`src/rtl/ov9281_init_seq.sv`:
```
// ov9281_init_seq: power-up register sequencer for the OV9281 sensor.
// Walks a fixed {addr[15:0], data[7:0]} table and issues one ov9281_cfg write
// per entry. addr 16'hFFFF marks a delay entry of data milliseconds.
// Failed or timed-out requests are retried up to MAX_RETRIES times per entry.
// Optional feature: define OV9281_INIT_READBACK_EN to read back and compare
// every written register except entry 0 (self-clearing soft reset).
module ov9281_init_seq #(
    parameter int CLK_FREQ    = 50000000,
    parameter int DATA_WIDTH  = 32,
    parameter int NUM_REGS    = 8,
    parameter int MAX_RETRIES = 2,
    parameter int PWRUP_CYC   = CLK_FREQ / 50,
    parameter int MS_CYC      = CLK_FREQ / 1000,
    parameter int TIMEOUT_CYC = CLK_FREQ / 1000
) (
    input  logic                          i_clk,
    input  logic                          i_rst,
    input  logic                          i_start,
    output logic                          o_busy,
    output logic                          o_done,
    output logic                          o_error,
    output logic [$clog2(NUM_REGS+1)-1:0] o_fail_idx,
    output logic                          o_cfg_start,
    output logic                          o_cfg_write,
    output logic                          o_cfg_read,
    output logic [DATA_WIDTH-1:0]         o_cfg_data,
    input  logic                          i_cfg_done,
    input  logic                          i_cfg_error,
    input  logic [7:0]                    i_cfg_rdata
);

    localparam int IW      = $clog2(NUM_REGS + 1);
    localparam int RW      = (MAX_RETRIES > 0) ? $clog2(MAX_RETRIES + 1) : 1;
    localparam int DLY_MAX = 255 * MS_CYC;
    localparam int T_A     = (PWRUP_CYC > TIMEOUT_CYC) ? PWRUP_CYC : TIMEOUT_CYC;
    localparam int TMAX    = (T_A > DLY_MAX) ? T_A : DLY_MAX;
    localparam int TW      = $clog2(TMAX + 1);

    typedef enum logic [3:0] {
        S_IDLE, S_PWRUP, S_LOAD, S_ISSUE, S_WAIT, S_NEXT, S_DELAY, S_DONE, S_FAIL
`ifdef OV9281_INIT_READBACK_EN
        , S_RB_ISSUE, S_RB_WAIT
`endif
    } state_t;

    state_t          state;
    logic [IW-1:0]   idx;
    logic [RW-1:0]   retry;
    logic [TW-1:0]   timer;
    logic [23:0]     cur;
    logic [23:0]     ent_now;
    logic            can_retry;
    logic            timed_out;
    logic            timer_max;

    // Register table; entries past the default 8 are zero-length delays.
    function automatic logic [23:0] tbl(input logic [IW-1:0] i);
        case (int'(i))
            0:       tbl = 24'h0103_01;
            1:       tbl = 24'hFFFF_0A;
            2:       tbl = 24'h0100_00;
            3:       tbl = 24'h3820_40;
            4:       tbl = 24'h3821_00;
            5:       tbl = 24'h4F00_01;
            6:       tbl = 24'h3662_01;
            7:       tbl = 24'h0100_01;
            default: tbl = 24'hFFFF_00;
        endcase
    endfunction

    assign ent_now   = tbl(idx);
    assign can_retry = (retry < RW'(MAX_RETRIES));
    assign timed_out = (timer >= TW'(TIMEOUT_CYC - 1));
    assign timer_max = (timer == {TW{1'b1}});

`ifndef OV9281_INIT_READBACK_EN
    logic unused_rdata;
    assign unused_rdata = ^i_cfg_rdata;
    assign o_cfg_read   = 1'b0;
`endif

    // Sequencer FSM; all outputs registered, request strobes are 1-cycle pulses.
    always_ff @(posedge i_clk or posedge i_rst) begin
        if (i_rst) begin
            state       <= S_IDLE;
            idx         <= '0;
            retry       <= '0;
            timer       <= '0;
            cur         <= '0;
            o_busy      <= 1'b0;
            o_done      <= 1'b0;
            o_error     <= 1'b0;
            o_fail_idx  <= '0;
            o_cfg_start <= 1'b0;
            o_cfg_write <= 1'b0;
            o_cfg_data  <= '0;
`ifdef OV9281_INIT_READBACK_EN
            o_cfg_read  <= 1'b0;
`endif
        end else begin
            o_cfg_start <= 1'b0;
            o_cfg_write <= 1'b0;
`ifdef OV9281_INIT_READBACK_EN
            o_cfg_read  <= 1'b0;
`endif
            case (state)
                S_IDLE: begin
                    if (i_start) begin
                        o_busy  <= 1'b1;
                        o_done  <= 1'b0;
                        o_error <= 1'b0;
                        idx     <= '0;
                        retry   <= '0;
                        timer   <= '0;
                        state   <= S_PWRUP;
                    end
                end
                S_PWRUP: begin
                    if (timer >= TW'(PWRUP_CYC - 1)) begin
                        timer <= '0;
                        state <= S_LOAD;
                    end else if (!timer_max) begin
                        timer <= timer + 1'b1;
                    end
                end
                S_LOAD: begin
                    timer <= '0;
                    if (idx == IW'(NUM_REGS)) begin
                        state <= S_DONE;
                    end else begin
                        cur        <= ent_now;
                        o_cfg_data <= DATA_WIDTH'(ent_now);
                        state      <= (ent_now[23:8] == 16'hFFFF) ? S_DELAY : S_ISSUE;
                    end
                end
                S_ISSUE: begin
                    o_cfg_start <= 1'b1;
                    o_cfg_write <= 1'b1;
                    timer       <= '0;
                    state       <= S_WAIT;
                end
                S_WAIT: begin
                    // done is checked first so it wins over a same-cycle timeout
                    if (i_cfg_done && !i_cfg_error) begin
`ifdef OV9281_INIT_READBACK_EN
                        state <= (idx != '0) ? S_RB_ISSUE : S_NEXT;
`else
                        state <= S_NEXT;
`endif
                    end else if (i_cfg_done || timed_out) begin
                        if (can_retry) begin
                            retry <= retry + 1'b1;
                            state <= S_ISSUE;
                        end else begin
                            state <= S_FAIL;
                        end
                    end else if (!timer_max) begin
                        timer <= timer + 1'b1;
                    end
                end
`ifdef OV9281_INIT_READBACK_EN
                S_RB_ISSUE: begin
                    o_cfg_start <= 1'b1;
                    o_cfg_read  <= 1'b1;
                    timer       <= '0;
                    state       <= S_RB_WAIT;
                end
                S_RB_WAIT: begin
                    // any readback problem restarts the entry at its write
                    if (i_cfg_done && !i_cfg_error && (i_cfg_rdata == cur[7:0])) begin
                        state <= S_NEXT;
                    end else if (i_cfg_done || timed_out) begin
                        if (can_retry) begin
                            retry <= retry + 1'b1;
                            state <= S_ISSUE;
                        end else begin
                            state <= S_FAIL;
                        end
                    end else if (!timer_max) begin
                        timer <= timer + 1'b1;
                    end
                end
`endif
                S_DELAY: begin
                    if (timer >= TW'(cur[7:0]) * TW'(MS_CYC)) begin
                        state <= S_NEXT;
                    end else if (!timer_max) begin
                        timer <= timer + 1'b1;
                    end
                end
                S_NEXT: begin
                    if (idx != IW'(NUM_REGS)) idx <= idx + 1'b1;
                    retry <= '0;
                    state <= S_LOAD;
                end
                S_DONE: begin
                    o_done <= 1'b1;
                    o_busy <= 1'b0;
                    state  <= S_IDLE;
                end
                S_FAIL: begin
                    o_error    <= 1'b1;
                    o_fail_idx <= idx;
                    o_busy     <= 1'b0;
                    state      <= S_IDLE;
                end
                default: state <= S_IDLE;
            endcase
        end
    end

endmodule

```
`config.mk`:
```
export PLATFORM = sky130hd
export DESIGN_NAME = ov9281_init_seq
export DESIGN_NICKNAME = d
export VERILOG_FILES = /design/src/rtl/ov9281_init_seq.sv
export SDC_FILE = /design/constraint.sdc
export NUM_CORES = 1
export LEC_CHECK = 0
export CAP_MARGIN = 25
export CORE_MARGIN = 5
export CORE_UTILIZATION = 51
export CTS_CLUSTER_DIAMETER = 40
export DETAILED_ROUTE_END_ITERATION = 6
export GPL_ROUTABILITY_DRIVEN = 0
export PLACE_DENSITY = 0.78
export SLEW_MARGIN = 20
export SYNTH_ARGS = -nofsm -noshare
export SYNTH_HDL_FRONTEND = slang
export SYNTH_SLANG_ARGS = --single-unit
export TNS_END_PERCENT = 20
```
`constraint.sdc`:
```
create_clock -name i_clk -period 4.6 [get_ports i_clk]
set_clock_uncertainty 0.15 [all_clocks]
set_input_delay 0.46 -clock i_clk [delete_from_list [all_inputs] [get_ports i_clk]]
set_output_delay 0.46 -clock i_clk [all_outputs]
set_load 0.1 [all_outputs]
```
==> reports/qor.yml, run 1 <==
status:
  run_status: "completed"
sta:
  slew_headroom: 0.341
  layout_min_cycle_time_ns: 4.40
  fin_crit_sh: 0.957
  finalHoldViolCount: 0
  finalMaxSlewViolations: 0
  tightest_slew_ns: 0.985
  timing.final.ws_setup_ns: 0.198
  max_freq_ghz: 0.227
  hold_ws_ns: 0.234
  report.final.setup_viol: 0
power_and_ir_drop:
  power_mw: 2.38
  p_leak_nw: 2.02
  irDropWorstVdd_mv: 0.553
  power_per_cell_area_mw_per_mm2: 499
cts:
  cts_max_path_buffers: 2
  cts_tree: "yes"
  cts-root-buf: "clkbuf_8"
  cts_buffers: 5
  postCtsHoldBufs: 0
  clk_pin_slew_ns: 0.11
  htreeDepth: 2
  clk_latency_ns: 0.32
  cts.sinks: 54
cells_and_area:
  most-common-layout-cells: "51 x dfrtp_1, 40 x ha_1, 38 x nand2_1, 38 x nor2_1, 33 x clkdlybuf4s50_1"
  drive_gt1_frac: 0.126
  antennaDiodeCount: 0
  multi_input_area_sq_mm: 0.00262
  n_fill_cell: 699
  final_nets: 555
  final_common_cell: "dfrtp_1"
  syn_to_final_growth_pct: 13.6
  seqCellArea_sq_mm: 0.00136
setup_path:
  ff2ff_setup_slack_ns: 0.20
  cp.required_ns: 4.68
  rr_worst_depth: 19
  reg2reg_to: "timer[9]$_DFFE_PP0P_"
  crit_fanout: 9
  cp-startpoint: "cur[3]$_DFFE_PP0P_"
  critical_path_arrival_ns: 4.48
  start_kind: "flop"
  crit_type: "flop to flop"
  r2r-start: "cur[3]$_DFFE_PP0P_"
  worstSetupEndpointType: "flop"
routing:
  first_iter_violations: 312
  vias_per_cell: 6.24
  vias: 3768
  avgRoutedWirePerCell_microns: 17.3
  ant_nets: 0
  drt_wl_total_microns: 10400
  drc: 0
  first_pass_iters: 6
grt:
  grt_antenna_before_repair: 0
  grt_pass1_wl_microns: 17500
  grt_pass1_vias: 3590
  grt.overflow.total: 0
  grt_use_total: 0.210
  grt_max_degree: 44
placed_design:
  place_hpwl_microns: 7430
  place_ws_ns: -0.0350
  portBuffers: 33
run:
  drv_cap: 0
synthesis:
  synth_edf_count: 0
  synth_cell_types: 61
  yosysSeqAreaShare: 0.322
  synth_ff_type: "dfrtp_1"
  avgSynthCellArea_sq_um: 8.72
  ys_warn_count: 0
  syn-instance-count: 481
  ys_async_sr_fraction: 1.00
  synth-seq-cells: 54
  netlist_area_sq_mm: 0.00419
floorplan:
  rows: 33
  die_w_microns: 101
  die-area_sq_mm: 0.0101
  start_util: 0.516
  die_h_microns: 101
  io-pin-count: 55
  core_sq_mm: 0.00813
worst_hold_path:
  hold_path.class: "primary input to asynchronous set/reset pin"
-- logic make-up after synthesis --
kind of cell / after synthesis / synth area share
simple gates: 151 / 0.188
buf+inv: 77 / 0.0919
flops: 54 / 0.322
compound gates: 138 / 0.227
fa+ha+maj: 44 / 0.133
other cells: 1 / 0.000894
mux: 7 / 0.0182
xor+xnor: 9 / 0.0188
-- cell type report --
cell class,count,share of cell area
timing repair buffer,48,0.0958
multi-input combinational,362,0.550
clock buffer,5,0.0144
tap,105,0.0276
sequential,54,0.284
clock inverter,3,0.00604
inverter,27,0.0218
-- synthesized netlist by cell type (all sizes together), types with 9 or more instances --
| library cell | number | area (sq um) |
|---|---|---|
| inv | 27 | 101 |
| o41ai | 24 | 210 |
| o21ai | 22 | 110 |
| a21oi | 34 | 170 |
| ha | 43 | 538 |
| o31ai | 10 | 75.1 |
| nor2 | 38 | 143 |
| buf | 27 | 198 |
| clkbuf | 23 | 86.3 |
| nand2 | 38 | 143 |
| dfrtp | 54 | 1350 |
| nand3 | 12 | 60.1 |
| nand4 | 11 | 68.8 |
| a31oi | 9 | 56.3 |
-- sequential cells by signal (all words and copies together) (netlist names) --
name	flops
timer	24
o_done	1
cur	12
o_cfg_write	1
state	4
o_fail_idx	4
idx	4
o_busy	1
o_error	1
retry	2
-- metal layers --
metal  part of all wire  GRT usage  vias to the layer above
met5                  0          0                        -
met4              0.014     0.0528                        0
met3              0.080     0.0478                       15
met2               0.47      0.335                      166
met1               0.43      0.287                     1813
li1                   -          -                     1774
-- report_power, final --
part | internal (mW) | switching [mW] | total [mW]
registers | 0.579 | 0.160 | 0.738
logic | 0.377 | 0.977 | 1.35
clock network | 0.113 | 0.175 | 0.288
total | 1.07 | 1.31 | 2.38
-- worst max-delay path, cell delays in order (launching register included) --
cell and delay [ns]:
dfrtp_2 0.41, inv_4 0.04, ha_4 0.27, inv_1 0.05, fa_1 0.39, inv_1 0.07, ha_1 0.27, a21oi_2 0.17
o21ai_2 0.08, and3_4 0.18, a31o_2 0.22, a21oi_2 0.16, ha_1 0.27, a211oi_2 0.22, o21ai_1 0.12, a21oi_2 0.17
a311oi_2 0.16, or3_1 0.41, buf_4 0.20, o41ai_4 0.31
-- what timing repair did --
item                                    4_1_cts  5_1_grt
gates resized for setup                       1       15
setup buffers                                 0        2
endpoints found under the setup margin        3       22
pin swaps                                     0        4
-- worst max path at each step --
stage | endpoint | slack, ns | depth (start not counted)
2_1_floorplan | timer[2]$_DFFE_PP0P_ | 0.003 | 20
3_3_place_gp | timer[14]$_DFFE_PP0P_ | 0.05 | 18
3_5_place_dp | timer[14]$_DFFE_PP0P_ | -0.04 | 18
4_1_cts | timer[14]$_DFFE_PP0P_ | 0.10 | 18
5_1_grt | timer[10]$_DFFE_PP0P_ | -0.04 | 19
6_report | timer[9]$_DFFE_PP0P_ | 0.20 | 19
-- stage by stage --
stage / TNS [ns] / cell area [sq um] / utilization / std cells
2_1_floorplan: 0 / 4280 / - / 493
3_3_place_gp: 0 / 4550 / 0.559 / 592
3_5_place_dp: -0.0843 / 4550 / 0.559 / 592
4_1_cts: 0 / 4650 / 0.572 / 600
5_1_grt: -0.0958 / 4770 / 0.586 / 604
6_report: 0 / 4770 / 0.586 / 604
Power figures use the tool's default switching activity.
==> run 2, diff against run 1 <==
--- a/config.mk
+++ b/config.mk
@@ -11,7 +11,9 @@
 export CTS_CLUSTER_DIAMETER = 40
 export DETAILED_ROUTE_END_ITERATION = 6
 export GPL_ROUTABILITY_DRIVEN = 0
+export GPL_TIMING_DRIVEN = 0
 export PLACE_DENSITY = 0.78
+export RECOVER_POWER = 50
 export SLEW_MARGIN = 20
 export SYNTH_ARGS = -nofsm -noshare
 export SYNTH_HDL_FRONTEND = slang
==> run 2 against run 1 <==
  * The flow now finishes with violations (max-capacitance violations, max-slew violations)
  * Routed wire length rose by 7.7%
  * Utilization rose by 3.7 points
  * Critical endpoint is now timer[7]$_DFFE_PP0P_
  * Sequential power decreased by 6.1%
  * Non-clock buffer count is 43 higher
  * First-iteration DRC count increased by 23%
  * Largest cell class unchanged
  * Critical path type unchanged
  * Die area unchanged
  * Via count grew 5.8%
  * Total power grew 6.6%
  * Critical path depth unchanged
  * Hold slack improved by 0.12 ns
  * Design area is 6.4% higher
==> reports/qor.yml, run 2 (same netlist as run 1, synthesis figures left out) <==
routing:
  first_iter_violations: 384
  ant_nets: 0
  drt_wl_total_microns: 11200
  vias: 3987
  avgRoutedWirePerCell_microns: 17.4
  drc: 0
  first_pass_iters: 6
  vias_per_cell: 6.16
run:
  drv_cap: 1
sta:
  slew_headroom: -0.614
  fin_crit_sh: 0.981
  tightest_slew_ns: 2.41
  report.final.setup_viol: 0
  rsz0062_at_grt: "yes"
  hold_ws_ns: 0.353
  layout_min_cycle_time_ns: 4.51
  finalHoldViolCount: 0
  finalMaxSlewViolations: 55
  final.setup.tns_ns: 0
  max_freq_ghz: 0.222
setup_path:
  start_kind: "flop"
  crit_buf_inv: 4
  crit_family: "compound AO/OA/AOI/OAI gates"
  crit_type: "flop to flop"
  critical_path_arrival_ns: 4.56
  rr_worst_depth: 19
  worstPathCellList: "inv_4 -> ha_4 -> inv_1 -> fa_1 -> inv_1 -> ha_2 -> a21oi_2 -> o21ai_2 -> and3_1 -> a31o_2 -> a21oi_2 -> ha_1 -> a211oi_2 -> o21ai_2 -> a21oi_2 -> a311oi_4 -> clkbuf_2 -> o41ai_1 -> o31ai_2"
  reg2reg_to: "timer[7]$_DFFE_PP0P_"
  max_stage_delay_ns: 0.52
  cp_common_cell: "a21oi_2"
  crit_fanout: 10
  r2r-start: "cur[3]$_DFFE_PP0P_"
  ff2ff_setup_slack_ns: 0.09
  cp_slowest_cell: "o41ai_1"
  worstSetupEndpointType: "flop"
  cp.required_ns: 4.65
worst_hold_path:
  min_path_cells: 2
  hold_start: "cur[19]$_DFFE_PP0P_"
  hold_path.class: "flop to flop"
  min_to: "cur[19]$_DFFE_PP0P_"
cts:
  cts.sinks: 54
  cts_tree: "yes"
  clk_pin_slew_ns: 0.11
  htreeDepth: 2
  cts-root-buf: "clkbuf_8"
  clk_latency_ns: 0.32
  cts_max_path_buffers: 2
  cts_buffers: 5
grt:
  grt_antenna_before_repair: 0
  grt.overflow.total: 0
  grt_pass1_wl_microns: 18100
  grt_pass1_vias: 3734
  grt_use_total: 0.220
  grt_max_degree: 55
status:
  violations: "max-capacitance violations, max-slew violations"
  run_status: "finished with violations"
floorplan:
  io-pin-count: 55
  die-area_sq_mm: 0.0101
  core_sq_mm: 0.00813
  die_h_microns: 101
  start_util: 0.516
  die_w_microns: 101
  rows: 33
placed_design:
  portBuffers: 33
  placed_area_sq_mm: 0.00474
  place_hpwl_microns: 7940
power_and_ir_drop:
  p_leak_nw: 2.18
  power_per_cell_area_mw_per_mm2: 501
  irDropWorstVdd_mv: 0.627
cells_and_area:
  final_util: 0.623
  final_nets: 598
  final_common_cell: "dfrtp_1"
  largest_reg_flops: 24
  top_regs: "timer: 24 flops, cur: 12 flops"
  top_register: "timer"
  most-common-layout-cells: "51 x dfrtp_1, 40 x ha_1, 38 x nand2_1, 38 x nor2_1, 32 x clkdlybuf4s50_1"
  syn_to_final_growth_pct: 20.9
  drive_gt1_frac: 0.166
  antennaDiodeCount: 0
  design_area_sq_mm: 0.00507
## run 2: changes by cell type in the layout (fill, tap and decap cells not counted), moves of 2 or more
| cell | change |
|---|---|
| o31ai_1 | -3 |
| a311oi_2 | -2 |
| o31ai_2 | +3 |
| clkbuf_2 | +2 |
| inv_2 | -3 |
| nor3_2 | -2 |
| o41ai_2 | +3 |
| buf_4 | +18 |
| nor3_4 | +2 |
| clkbuf_1 | +21 |
| o41ai_1 | -2 |
## run 2: metal layers
metal | vias to the layer above | share of wire | GRT usage
li1 | 1871 | - | -
met1 | 1877 | 0.44 | 0.308
met2 | 202 | 0.47 | 0.346
met3 | 37 | 0.065 | 0.0277
met4 | 0 | 0.029 | 0.0839
met5 | - | 0 | 0
## run 2: stage by stage
step	setup slack, ns	instances	total power, mW
floorplan	0.00337	493	1.81
global placement	-0.191	631	2.10
detailed placement	-0.354	631	2.13
CTS	0.0431	645	2.45
global route	-0.0841	647	2.68
finish	0.0861	647	2.54
## run 2: tightest hold or removal path, delay by kind of cell, from the launching register on
family / cells / cell delay [ns]
flip-flops: 1 / 0.36
AND/OR/NAND/NOR: 2 / 0.12
## run 2: layout make-up
cell class                      instances  area, sq um
Tap cell                              105          131
Multi-Input combinational cell        362         2690
Timing Repair Buffer                   41          390
Clock inverter                          3         28.8
Fill cell                             656         3060
Inverter                               27          108
Clock buffer                            5         68.8
Sequential cell                        54         1360
Buffer                                 50          294
## run 2: how the worst max path moves through the flow
stage,from,to,cells after the start
floorplan,cur[3]$_DFFE_PP0P_,timer[2]$_DFFE_PP0P_,20
global placement,cur[3]$_DFFE_PP0P_,timer[6]$_DFFE_PP0P_,18
detailed placement,cur[3]$_DFFE_PP0P_,timer[6]$_DFFE_PP0P_,19
CTS,cur[3]$_DFFE_PP0P_,timer[11]$_DFFE_PP0P_,19
global route,cur[3]$_DFFE_PP0P_,timer[5]$_DFFE_PP0P_,19
finish,cur[3]$_DFFE_PP0P_,timer[7]$_DFFE_PP0P_,19
## run 2: report_power, final
| part | internal, mW | total (mW) | switching, mW |
|---|---|---|---|
| logic | 0.464 | 1.56 | 1.09 |
| registers | 0.579 | 0.693 | 0.113 |
| clock network | 0.113 | 0.289 | 0.176 |
| total | 1.16 | 2.54 | 1.38 |
## run 2: repair_timing
item / 4_1_cts / 5_1_grt
endpoints found under the hold margin: 0 / 0
setup buffers: 6 / 2
pin swaps: 1 / 4
hold buffers: 0 / 0
gates resized for setup: 6 / 26
endpoints found under the setup margin: 24 / 24
